[src/rtl/fp_adder.sv]
// fp_adder: IEEE-754 single-precision adder, one-cycle registered result.
// Define FP_ADDER_RNE_EN for round-to-nearest-even; default is truncate.
module fp_adder (
    input  logic        clk,
    input  logic        rst_n,
    input  logic        in_valid,
    input  logic [31:0] src1,
    input  logic [31:0] src2,
    output logic        out_valid,
    output logic [31:0] out
);

`ifdef FP_ADDER_RNE_EN
    localparam logic RNE = 1'b1;
`else
    localparam logic RNE = 1'b0;
`endif

    localparam logic [31:0] QNAN = 32'h7FC0_0000;

    function automatic logic [4:0] lzc27(input logic [26:0] v);
        logic found;
        lzc27 = 5'd0;
        found = 1'b0;
        for (int i = 26; i >= 0; i--) begin
            if (!found) begin
                if (v[i]) found = 1'b1;
                else      lzc27 = lzc27 + 5'd1;
            end
        end
    endfunction

    logic        sa, sb;
    logic [7:0]  ea, eb;
    logic [22:0] fa, fb;
    logic        a_nan, b_nan, a_inf, b_inf, a_zero, b_zero;
    logic        swap;

    assign sa = src1[31];
    assign sb = src2[31];
    assign ea = src1[30:23];
    assign eb = src2[30:23];
    assign fa = src1[22:0];
    assign fb = src2[22:0];

    assign a_nan  = (&ea) & (|fa);
    assign b_nan  = (&eb) & (|fb);
    assign a_inf  = (&ea) & ~(|fa);
    assign b_inf  = (&eb) & ~(|fb);
    assign a_zero = (ea == 8'd0);
    assign b_zero = (eb == 8'd0);

    // Raw exponent:fraction compare orders finite normal magnitudes.
    assign swap = src2[30:0] > src1[30:0];

    logic        big_s;
    logic [7:0]  big_e, sml_e, diff;
    logic [23:0] big_m, sml_m;
    logic [53:0] wide;
    logic [26:0] big_x, sml_x, norm;
    logic [27:0] sum;
    logic [4:0]  lz;
    logic [9:0]  exp_n, exp_r;
    logic        rnd_up;
    logic [24:0] rmant;
    logic [22:0] frac;
    logic [31:0] res;
    logic [31:0] out_d, out_q;
    logic        vld_d, vld_q;

    // Align, add/subtract, normalize, round and select specials.
    always_comb begin
        big_s = swap ? sb : sa;
        big_e = swap ? eb : ea;
        sml_e = swap ? ea : eb;
        big_m = swap ? {1'b1, fb} : {1'b1, fa};
        sml_m = swap ? {1'b1, fa} : {1'b1, fb};
        diff  = big_e - sml_e;
        wide  = {sml_m, 3'b000, 27'd0} >> diff;
        if (diff >= 8'd26) sml_x = 27'd1;
        else sml_x = {wide[53:28], wide[27] | (|wide[26:0])};
        big_x = {big_m, 3'b000};
        if (sa == sb) sum = {1'b0, big_x} + {1'b0, sml_x};
        else          sum = {1'b0, big_x} - {1'b0, sml_x};
        lz = lzc27(sum[26:0]);
        if (sum[27]) begin
            norm  = {sum[27:2], sum[1] | sum[0]};
            exp_n = {2'b00, big_e} + 10'd1;
        end else begin
            norm  = sum[26:0] << lz;
            exp_n = {2'b00, big_e} - {5'd0, lz};
        end
        rnd_up = RNE & norm[2] & (norm[1] | norm[0] | norm[3]);
        rmant  = {1'b0, norm[26:3]} + {24'd0, rnd_up};
        exp_r  = exp_n + {9'd0, rmant[24]};
        frac   = rmant[24] ? rmant[23:1] : rmant[22:0];

        if (a_nan || b_nan || (a_inf && b_inf && (sa != sb)))
            res = QNAN;
        else if (a_inf)
            res = src1;
        else if (b_inf)
            res = src2;
        else if (a_zero && b_zero)
            res = {sa & sb, 31'd0};
        else if (a_zero)
            res = src2;
        else if (b_zero)
            res = src1;
        else if (sum == 28'd0)
            res = 32'd0;
        else if (exp_n[9] || (exp_n == 10'd0))
            res = {big_s, 31'd0};
        else if (exp_r >= 10'd255)
            res = RNE ? {big_s, 8'hFF, 23'd0} : {big_s, 8'hFE, 23'h7F_FFFF};
        else
            res = {big_s, exp_r[7:0], frac};
    end

    // Capture a new sum when valid; otherwise hold data and drop valid.
    always_comb begin
        out_d = in_valid ? res : out_q;
        vld_d = in_valid;
    end

    // Output register with asynchronous clear.
    always_ff @(posedge clk or negedge rst_n) begin
        if (!rst_n) begin
            out_q <= 32'd0;
            vld_q <= 1'b0;
        end else begin
            out_q <= out_d;
            vld_q <= vld_d;
        end
    end

    assign out       = out_q;
    assign out_valid = vld_q;

endmodule

[config.mk]
export PLATFORM = sky130hd
export DESIGN_NAME = fp_adder
export DESIGN_NICKNAME = d
export VERILOG_FILES = /design/src/rtl/fp_adder.sv
export SDC_FILE = /design/constraint.sdc
export NUM_CORES = 1
export LEC_CHECK = 0
export ABC_AREA = 1
export BUFFER_PORTS_ARGS = -buffer_cell sky130_fd_sc_hd__buf_2
export CAP_MARGIN = 0
export CORE_MARGIN = 8
export CORE_UTILIZATION = 35
export CTS_CLUSTER_DIAMETER = 40
export DETAILED_ROUTE_END_ITERATION = 12
export PLACE_DENSITY = 0.58
export SETUP_SLACK_MARGIN = 0.2
export SLEW_MARGIN = 20
export SYNTH_ARGS = -nofsm -noshare
export SYNTH_HDL_FRONTEND = slang
export SYNTH_SLANG_ARGS = --single-unit
[constraint.sdc]
create_clock -name clk -period 0.8 [get_ports clk]
set_input_delay 0.04 -clock clk [delete_from_list [all_inputs] [get_ports clk]]
set_output_delay 0.04 -clock clk [all_outputs]
set_load 0.03 [all_outputs]
**Word level (Yosys, flattened, before mapping)**

Cells that the tools add are included.

- Reductions and logical operators: 15
- Add/sub/neg operators: 31
- Mux-type cells: 122
- Equal/unequal tests: 2
- Bitwise operators: 9
- Shift operators: 2
- Order comparisons: 3

Operators with widths:

| kind | count |
|---|---|
| 5-bit two-way mux | 52 |
| 32-bit two-way mux | 7 |
| 5-bit by 1-bit adder with 5-bit output, second input constant | 26 |
| 31-bit two-way mux | 2 |
| 54-bit by 8-bit right shift with 54-bit output | 1 |
| 1-bit two-way mux | 53 |
| 23-bit two-way mux | 2 |
| 23-bit OR reduction | 2 |
| 31-bit greater-than comparator | 1 |
| 27-bit by 27-bit adder with 28-bit output | 1 |
| 28-bit zero test | 1 |
| 28-bit two-way mux | 1 |
| 27-bit by 27-bit subtractor with 28-bit output | 1 |
| 27-bit two-way mux | 1 |
| 27-bit OR reduction | 1 |
| 27-bit by 5-bit left shift with 26-bit output | 1 |
| 26-bit two-way mux | 1 |
| 8-bit zero test | 2 |
| 8-bit two-way mux | 2 |
| 8-bit AND reduction | 2 |
| 10-bit by 8-bit >= comparator with 1-bit output, second input constant | 1 |
| 10-bit zero test | 1 |
| 10-bit two-way mux | 1 |
| 8-bit by 1-bit adder with 9-bit output, second input constant | 1 |
| 10 further kinds | 20 |

- Output and inout port bits: 33
- Word-level logic and storage cells: 186
- Input bits: 67
- Bits in registers: 33

**Longest topological paths before layout**

Gate-level depths: netlist (run 1).

- Depth after elaboration: 100
- Depth in mapped cells: 160

**Worst setup path after synthesis (run 1)**

No wires, ideal clock.

- Path type: in2reg
- Start point: in src1[29]
- End point: reg out_q[7], in the netlist out[7]
- Library setup time: 65 ps
- Buffers on the path: 3
- Stages: 138
- Setup slack: -16899 ps
- Required time: 735 ps
- Arrival time: 17634 ps
- Cells stage by stage: inv_1 -> ha_1 -> nand2_1 -> nor3_1 -> nand3_1 -> nor3_2 -> nand2_2 -> nand3_1 -> nand3_2 -> ha_1 -> nor2_1 -> inv_2 -> or2_1 -> nand2_2 -> nand2_1 -> nand2_1 -> o21ai_1 -> nor2_4 -> [102 not listed] -> fa_1 -> a21oi_1 -> nor2_1 -> nor2_1 -> nor2_1 -> nor4_1 -> a21oi_1 -> xor2_1 -> nand4_1 -> nand2_1 -> buf_6 -> dlygate4sd3_1 -> a21oi_1 -> nand2_1 -> nand2_1 -> nand2_1 -> nand4_1 -> nand2_1

- Longest elaborated chain between the ends: 100
- Elaborated cells between the ends (all ways): 171
- Classes of those cells: add/sub: 31; order compare: 3; shift: 2; mux: 121; bitwise: 3; reduce/logical: 11

RTL lines:

| what | RTL line | text |
|---|---|---|
| start, declared | 7 | `input logic [31:0] src1,` |
| 31-bit greater-than comparator | 54 | `assign swap = src2[30:0] > src1[30:0];` |
| 8-bit two-way mux, on equally long branches | 74, 75 |  |
| 8-bit subtractor | 78 | `diff = big_e - sml_e;` |
| 54-bit by 8-bit right shift with 54-bit output | 79 | `wide = {sml_m, 3'b000, 27'd0} >> diff;` |
| 27-bit OR reduction | 81 | `else sml_x = {wide[53:28], wide[27] \| (\|wide[26:0])};` |
| 1-bit OR | 81 |  |
| 27-bit two-way mux | 80 | `if (diff >= 8'd26) sml_x = 27'd1;` |
| 27-bit by 27-bit subtractor with 28-bit output or 27-bit by 27-bit adder with 28-bit output (tied branches) | 84, 83 |  |
| [84 not listed] | - |  |
| 31-bit two-way mux | 112 | `else if (exp_n[9] \|\| (exp_n == 10'd0))` |
| 32-bit two-way mux | 110 | `else if (sum == 28'd0)` |
| 32-bit two-way mux | 108 | `else if (b_zero)` |
| 32-bit two-way mux | 106 | `else if (a_zero)` |
| 32-bit two-way mux | 104 | `else if (a_zero && b_zero)` |
| 32-bit two-way mux | 102 | `else if (b_inf)` |
| 32-bit two-way mux | 100 | `else if (a_inf)` |
| 32-bit two-way mux (*) | 98 | `if (a_nan \|\| b_nan \|\| (a_inf && b_inf && (sa != sb)))` |
| end signal, assigned | 132 | `out_q <= out_d;` |
| end, declared | 68 | `logic [31:0] out_d, out_q;` |

Every way passes the cells marked *; elsewhere a longest branch is shown, timed or not.
A chain may end at the register's enable or synchronous reset.

**Worst setup path in the final report (run 1)**

- Start point: in src1[14]
- End point: reg out_q[15], in the netlist out[15]

Same word-level chain as after synthesis.

==> results.txt, run 1 <==
The actual transition at the worst max-transition pin is 676.8 ps. The worst setup path is of the primary input to register kind. The async set-reset flop share out of synthesis came out at 100.0%. Summing the sequential cell areas from Yosys gives 5.592% of the chip area. The final worst slack is -16,330 ps.

The remaining routing DRC violations came out at 0. The via-per-instance ratio came out at 5.187. The total number of vias is 22,000. After clock tree synthesis, the clock-pin slew on the worst setup and hold paths is 50 ps.

The cell count after synthesis came out at 2,741. The first detailed-routing pass took 8 iterations. In the final layout, flip-flops and latches occupy 829.5 um^2. The flow ran to the end, but the final reports show violations. The final max-slew violation count was 0.

The total of flip-flops plus latches after synthesis is 33. The global routing usage on met3 is 2.632%. The post-layout utilization of the core came out at 59.79%. Setup violations remaining at the end of the flow were counted as 65. The checks that failed: negative setup slack. Averaged over all synthesized cells, the footprint is 5.387 um^2. The share of total power dissipated in sequential elements is 6.8%. Buffers placed on the I/O ports in this run total 99. The part of the total power dissipated in combinational logic is 89.3%. The switching part of the total came out at 52.77%.

The number of nets at the end of the flow came out at 3,879. The half-perimeter wire length after detailed placement is 58.36 mm. Wires add up to 71.38 mm. STA classifies the critical path startpoint as a primary input.

Counting the fill cells in the layout gives 3,989. The cell class contributing the biggest share of worst-path delay is simple AND/OR/NAND/NOR gates. The maximum net fanout on the critical path is 7. The share of the clock period used by the worst path came out at 2142%. The relative max-transition margin is 54.40%. The maximum clock skew at final layout came out at 0 ps.

The maximum resistive drop on vdd is 1.076 mV. The internal portion of the total power is 22.50 mW. Counting tap cells, the placed design contains a total of 4,111 instances. At the worst endpoint, the required time is 1010 ps. The path class of the tightest hold or removal check is primary input to register.

After synthesis, the netlist uses 71 different library cells. The antenna diode count is 0. Cells with a size suffix above 1 make up 41.19% of the layout.

The post-synthesis instance area is 14,770 um^2. After global routing, the most crowded layer is met2. In the synthesized netlist the dominant register cell turns out to be sky130_fd_sc_hd__dfrtp_1.

The most frequent cell on the critical path is sky130_fd_sc_hd__nand2_2. In the global route stage, overall resource usage came out at 26.60%. The iteration-0 DRC count of the detailed router is 1,615.

The number of buffer and inverter stages on the critical path is 25. The post-synthesis to final-layout area growth is 69.08%. Counting I/O delays and the setup requirement, the final critical path takes 17,130 ps. The final RePlAce weighted congestion came out at 0.9839. The number of global-route vias before repair is 21,100.

The number of hold-slack violations in the final timing report is 0. The largest net degree at the start of global routing came out at 51. The static power due to leakage came out at 13.50 nW. Global routing consumed, on the met1 layer, 32.98% of the routing resources. The starting density of the core is 35.36%.

After floorplanning, the core was divided into 75 placement rows. The yosys synthesis warning count came out at 0. The clock sink count is 33. The top-level port count is 100.

The clock network power share is 3.9%. The maximum clock frequency came out at 0.05837 GHz. The number of buffers created by CTS is 5. In this run the power spent charging and discharging nets is 25.14 mW. The endpoint type of the worst setup path is a register. Among all stages on the critical path, the largest delay is contributed by sky130_fd_sc_hd__ha_1. The overall die height is 221.4 um. The net count of the mapped netlist came out at 2,919.

In this run the horizontal extent of the chip is 221.4 um. The average wire per cell in the routed design is 16.83 um. The clock tree from TritonCTS is yes. Once detail routing completed, the nets flagged for antenna violations numbered 0. In this run, synthesis inferred 0 flip-flops with an integrated enable. The die footprint is 49,020 um^2. The footprint of the multi-input gates came out at 13,400 um^2. The power density relative to cell area came out at 1908 nW/um^2. The number of antenna violations at the first check in global routing is 0. The standard cell core area is 41,760 um^2. In this run the clock root is driven by a sky130_fd_sc_hd__clkbuf_16. No sink is reached through more buffers than the 2 on the longest clock path. On the worst path, the slowest cell contributes a delay of 300 ps. The worst endpoint data arrival time came out at 17,340 ps. The insertion delay of the later-clocked pin in the worst-skew pair came out at 280 ps.

Across the run, the number of max-cap violations was 0. The setup TNS after final layout is -514,900 ps. The tightest hold margin came out at 111.2 ps.

The number of levels the H-tree was split into came out at 2. The global-route met2 utilization came out at 47.74%. The first-pass GRT wire length is 108.6 mm. The worst setup slack before clock tree synthesis came out at -17,120 ps. The aggregate global routing overflow is 0.

Setup repair after global routing could not meet its margin everywhere. The number of non-filler instances in the completed layout is 4,241.
cell families after synthesis:
group	count (synthesis)	share of synthesized area, %
AOI/OAI and AO/OA	429	16.14
xor gates and xnor gates	41	2.762
adders and majority gates	111	9.507
buffers and inverters	514	16.06
DFF	33	5.592
and+or+nand+nor	1613	49.94
layout by cell type (no fill, tap or decap), types with 6 or more instances in the layout:
| master | count |
|---|---|
| sky130_fd_sc_hd__buf_4 | 890 |
| sky130_fd_sc_hd__nand2_1 | 718 |
| sky130_fd_sc_hd__inv_1 | 339 |
| sky130_fd_sc_hd__nand3_1 | 268 |
| sky130_fd_sc_hd__nor2_1 | 187 |
| sky130_fd_sc_hd__a21oi_1 | 141 |
| sky130_fd_sc_hd__o21ai_0 | 127 |
| sky130_fd_sc_hd__nand2_2 | 111 |
| sky130_fd_sc_hd__nand4_1 | 89 |
| sky130_fd_sc_hd__nand3_2 | 86 |
| sky130_fd_sc_hd__buf_6 | 78 |
| sky130_fd_sc_hd__ha_1 | 67 |
| sky130_fd_sc_hd__inv_2 | 58 |
| sky130_fd_sc_hd__buf_2 | 53 |
| sky130_fd_sc_hd__o21ai_1 | 52 |
| sky130_fd_sc_hd__ha_4 | 42 |
| sky130_fd_sc_hd__nand2_4 | 37 |
| sky130_fd_sc_hd__xor2_1 | 32 |
| sky130_fd_sc_hd__dfrtp_1 | 30 |
| sky130_fd_sc_hd__o211ai_1 | 21 |
| sky130_fd_sc_hd__nor2_4 | 19 |
| sky130_fd_sc_hd__nand3b_1 | 17 |
| sky130_fd_sc_hd__buf_12 | 17 |
| sky130_fd_sc_hd__a31oi_1 | 14 |
| sky130_fd_sc_hd__a21oi_2 | 13 |
| sky130_fd_sc_hd__nand3_4 | 13 |
| sky130_fd_sc_hd__nor2_2 | 12 |
| sky130_fd_sc_hd__inv_4 | 12 |
| sky130_fd_sc_hd__o21ai_2 | 11 |
| sky130_fd_sc_hd__nor4_1 | 11 |
| sky130_fd_sc_hd__nor3_1 | 10 |
| sky130_fd_sc_hd__nor2_8 | 8 |
| sky130_fd_sc_hd__clkbuf_16 | 7 |
| sky130_fd_sc_hd__nand2_8 | 6 |
routing by layer:
layer  vias to the layer above  routed length (um)
met3                       135                3721
met1                     10230               30220
met4                         0                2637
met5                         -                   0
met2                       720               34800
li1                      10920                   -
cell type report:
cell class                 instances  area share (%)
clock buffer                       6          0.5162
clock inverter                     2         0.04009
inverter                         419           6.560
multi-input combinational       2196           53.68
sequential                        33           3.322
tap                              539           2.701
timing repair buffer            1044           33.12
timing repair inverter             2         0.06014
sequential cells by signal, indices dropped and copies added (netlist names):
register   flops
out           32
out_valid      1
power groups by stage:
stage               registers, mW  logic (mW)  clock network [mW]
floorplan                    4.15        17.4                   0
global placement             3.09        35.9                   0
detailed placement           3.09        36.1                   0
CTS                          3.27        38.0                1.86
global route                 3.26        45.8                1.93
finish                       3.25        42.5                1.85
worst register-to-register path: cells and delay by family (launching register included):
kind	cells	cell delay, ps
buffers and inverters	2	200
AO/OA/AOI/OAI	1	140
flip-flops	1	390
Yosys cell counts, types with 7 or more instances:
library cell / number / area share, %
sky130_fd_sc_hd__inv_2: 28 / 0.71
sky130_fd_sc_hd__nor2_2: 8 / 0.34
sky130_fd_sc_hd__inv_1: 376 / 9.6
sky130_fd_sc_hd__ha_1: 109 / 9.2
sky130_fd_sc_hd__inv_4: 8 / 0.34
sky130_fd_sc_hd__nor2_4: 10 / 0.76
sky130_fd_sc_hd__dfrtp_1: 33 / 5.6
sky130_fd_sc_hd__o21ai_0: 150 / 5.1
sky130_fd_sc_hd__a31oi_1: 15 / 0.64
sky130_fd_sc_hd__buf_2: 9 / 0.31
sky130_fd_sc_hd__nor2_8: 8 / 1.1
sky130_fd_sc_hd__o21ai_1: 39 / 1.3
sky130_fd_sc_hd__nor4_1: 12 / 0.51
sky130_fd_sc_hd__o211ai_1: 21 / 1.1
sky130_fd_sc_hd__xor2_1: 33 / 2.0
sky130_fd_sc_hd__a21oi_1: 155 / 5.3
sky130_fd_sc_hd__nand3_1: 343 / 12
sky130_fd_sc_hd__clkbuf_1: 11 / 0.28
sky130_fd_sc_hd__buf_6: 19 / 1.4
sky130_fd_sc_hd__clkbuf_4: 9 / 0.46
sky130_fd_sc_hd__nand3_2: 23 / 1.6
sky130_fd_sc_hd__nor2_1: 200 / 5.1
sky130_fd_sc_hd__dlygate4sd3_1: 7 / 0.47
sky130_fd_sc_hd__nand2_1: 838 / 21
sky130_fd_sc_hd__nand4_1: 89 / 3.8
sky130_fd_sc_hd__nand3b_1: 17 / 0.86
sky130_fd_sc_hd__nor3_1: 13 / 0.44
sky130_fd_sc_hd__buf_4: 29 / 1.5
sky130_fd_sc_hd__nand2_2: 27 / 1.1
final timing paths:
| kind | endpoint | cells after the start | startpoint | slack (ps) |
|---|---|---|---|---|
| setup / recovery | out[15] | 147 | src1[14] | -16330 |
| hold / removal | out_valid | 2 | in_valid | 110 |
| setup reg to reg | out[30] | 3 | out[30] | -40 |
| hold reg to reg | out[20] | 2 | out[20] | 510 |
| max in group asynchronous | out[3] | 3 | rst_n | 360 |
| min in group asynchronous | out[12] | 3 | rst_n | 250 |
repair_timing:
item                                    4_1_cts  5_1_grt
hold endpoints to repair                     33        0
endpoints found under the setup margin       65       65
hold buffers                                  1        0
setup buffers                                50       64
resized for setup                           142      351
pin swaps                                    56      186
gates cloned                                  4        3
metrics by stage:
step | power (mW) | area, um^2
final | 47.64 | 24970
after global routing | 51.00 | 24970
after CTS | 43.08 | 22960
after detailed placement | 39.17 | 21880
after global placement | 38.96 | 21880
after floorplan | 21.51 | 15110
No activity file was read; power rests on OpenSTA's default activity.
==> run 2: changes to the inputs <==
--- a/config.mk
+++ b/config.mk
@@ -8,11 +8,13 @@
 export ABC_AREA = 1
 export BUFFER_PORTS_ARGS = -buffer_cell sky130_fd_sc_hd__buf_2
 export CAP_MARGIN = 0
+export CELL_PAD_IN_SITES_DETAIL_PLACEMENT = 0
+export CELL_PAD_IN_SITES_GLOBAL_PLACEMENT = 1
 export CORE_MARGIN = 8
 export CORE_UTILIZATION = 35
 export CTS_CLUSTER_DIAMETER = 40
 export DETAILED_ROUTE_END_ITERATION = 12
-export PLACE_DENSITY = 0.58
+export PLACE_DENSITY = 0.77
 export SETUP_SLACK_MARGIN = 0.2
 export SLEW_MARGIN = 20
 export SYNTH_ARGS = -nofsm -noshare
==> results.txt, run 2 (synthesis gave the netlist of run 1 again) <==
The insertion delay of the later-clocked pin in the worst-skew pair came out at 280 ps (about the same). The final RePlAce weighted congestion is 0.9636 (-2.1%). The maximum net fanout on the critical path came out at 7 (unchanged). The overall power consumption is 48.12 mW (+1.0%). The final reports fail on negative setup slack. The power density relative to cell area is 1943 nW/um^2 (+1.8%). The total number of vias came out at 22,130 (+0.57%). The number of hold-slack violations in the final timing report came out at 0 (unchanged). CTS placed an instance of sky130_fd_sc_hd__clkbuf_16 at the clock tree root. The actual transition at the worst max-transition pin is 721.9 ps (+45.13 ps).

The via-per-instance ratio came out at 5.214 (+0.52%). The standard cell core area was 41,760 um^2 (unchanged). The maximum clock skew at final layout came to 0 ps (unchanged). The largest net degree at the start of global routing came out at 45 (-12%). The overall die height is 221.4 um (unchanged). The die footprint is 49,020 um^2 (unchanged). The iteration-0 DRC count of the detailed router is 1,831 (+13%). The aggregate global routing overflow came out at 0 (unchanged). The number of antenna violations at the first check in global routing is 0 (unchanged). The commonest non-fill, non-tap cell in the layout is sky130_fd_sc_hd__buf_4.

The number of rows created at floorplan is 75 (unchanged). In this run the worst hold path is classified as primary input to register. The total of max-cap violations came out at 0 (unchanged).

The number of routed nets with antenna violations came to 0 (unchanged). The starting density of the core came out at 35.36% (unchanged). The top-level port count is 100 (unchanged).

The final critical-path required period is 17,320 ps (+190.9 ps). The worst endpoint data arrival time is 17,480 ps (+140 ps). The final max-slew violation count came out at 0 (unchanged). The maximum resistive drop on vdd is 1.446 mV (+34%). The number of buffers created by CTS was 5 (unchanged). The worst setup path is of the primary input to register kind. The worst setup slack before clock tree synthesis is -17,210 ps (-89.80 ps). The die width is 221.4 um (unchanged).

The first-pass GRT wire length is 111.2 mm (+2.4%). The total wire length after detailed routing came out at 73.13 mm (+2.5%). The average wire per cell in the routed design is 17.24 um (+2.4%). The number of global-route vias before repair is 21,320 (+1.1%). The relative max-transition margin is 51.36% (-3.0 points). The number of flip-flops in the largest register came to 32 (unchanged). The worst setup path is captured at a register.

The maximum buffer depth of the clock tree is 2 (unchanged). The number of port buffers came out at 99 (unchanged). The slowest stage of the critical path belongs to the cell sky130_fd_sc_hd__ha_1. The post-layout utilization of the core is 59.32% (-0.47 points). The fraction of final layout cells with drive strength greater than 1 is 39.96% (-1.2 points). The worst stage delay on the critical path came out at 310 ps (about the same).

The static power due to leakage came out at 13.44 nW (-0.43%). The total setup violations reported at the end of the flow came to 65 (unchanged). The share of the clock period used by the worst path is 2166% (+24 points).

The run finished, with violations left. The total global-route track usage is 27.56% (+0.95 points). The half-perimeter wire length after detailed placement is 60.09 mm (+3.0%). The clock sink count was 33 (unchanged). STA classifies the critical path startpoint as a primary input. The number of levels the H-tree was split into came to 2 (unchanged).

The maximum clock frequency is 0.05772 GHz (-1.1%). TritonCTS built the clock tree. In the layout the commonest cells are sky130_fd_sc_hd__buf_4, sky130_fd_sc_hd__nand2_1, sky130_fd_sc_hd__inv_1.

Setup repair after global routing could not meet its margin everywhere. The final worst slack came out at -16,520 ps (-190.9 ps). The post-CTS clock slew at the launch and capture registers of the worst setup and hold paths is 50 ps (about the same). The antenna diode count was 0 (unchanged). The post-synthesis to final-layout area growth came out at 67.76%.

The required time at the worst-slack endpoint is 960 ps (-50 ps). The total iterations of the first detailed-routing run is 6 (-2). Counting stages on the worst path, the most repeated cell is sky130_fd_sc_hd__buf_4. The number of nets at the end of the flow came out at 3,881 (+0.052%). The fill cell total of the finished layout is 3,999 (+0.25%). The remaining routing DRC violations is 0 (unchanged).
-- run 2: routing by layer --
| layer | wire length, um | track usage, % |
|---|---|---|
| met1 | 30680 | 34.45 |
| met3 | 3947 | 1.614 |
| met5 | 0 | 0 |
| met4 | 3077 | 9.944 |
| met2 | 35430 | 49.41 |
-- run 2: critical path: cells and delay by family --
kind	cells	cell delay [ps]
simple gates	56	5890
xor+xnor	2	350
compound gates	14	1950
fa+ha+maj	11	2820
buf+inv	60	6360
-- run 2: cell type report --
class	instances	area [um^2]	share of cell area, %
multi-input combinational	2197	13240	53.44
timing repair buffer	1047	8234	33.24
inverter	419	1625	6.561
sequential	33	828.3	3.344
tap	539	674.4	2.722
clock buffer	7	142.6	0.5758
clock inverter	1	30.03	0.1212
-- run 2: what timing repair did --
action,CTS,global route
gates resized for setup,135,273
endpoints found under the hold margin,33,0
cloned,2,5
pin swaps,59,172
hold buffers,1,0
buffers inserted,66,52
setup endpoints to repair,65,65
-- run 2: through the flow --
stage | cells | TNS, ps | hold slack (ps) | area (um^2)
after floorplan | 2741 | -482690 | -255.6 | 15110
after global placement | 4109 | -521520 | 11.65 | 21890
after detailed placement | 4109 | -535770 | 15.64 | 21890
after CTS | 4186 | -511880 | 130.1 | 23090
after global routing | 4243 | -552280 | 142.2 | 24770
final | 4243 | -522190 | 142.0 | 24770
-- run 2: path summary, 6_finish.rpt --
path	depth (start not counted)	end	slack [ps]	from
max in group asynchronous	3	out[6]	350	rst_n
min	2	out_valid	140	in_valid
max reg2reg	3	out[26]	-30	out[26]
min in group asynchronous	3	out[19]	240	rst_n
max	143	out[11]	-16520	src1[16]
min reg2reg	2	out[1]	500	out[1]
-- run 2: report_power, final --
group	total (mW)	internal (mW)	switching, mW
logic	42.7	19.0	23.8
clock network	2.30	1.56	0.746
registers	3.08	2.38	0.700
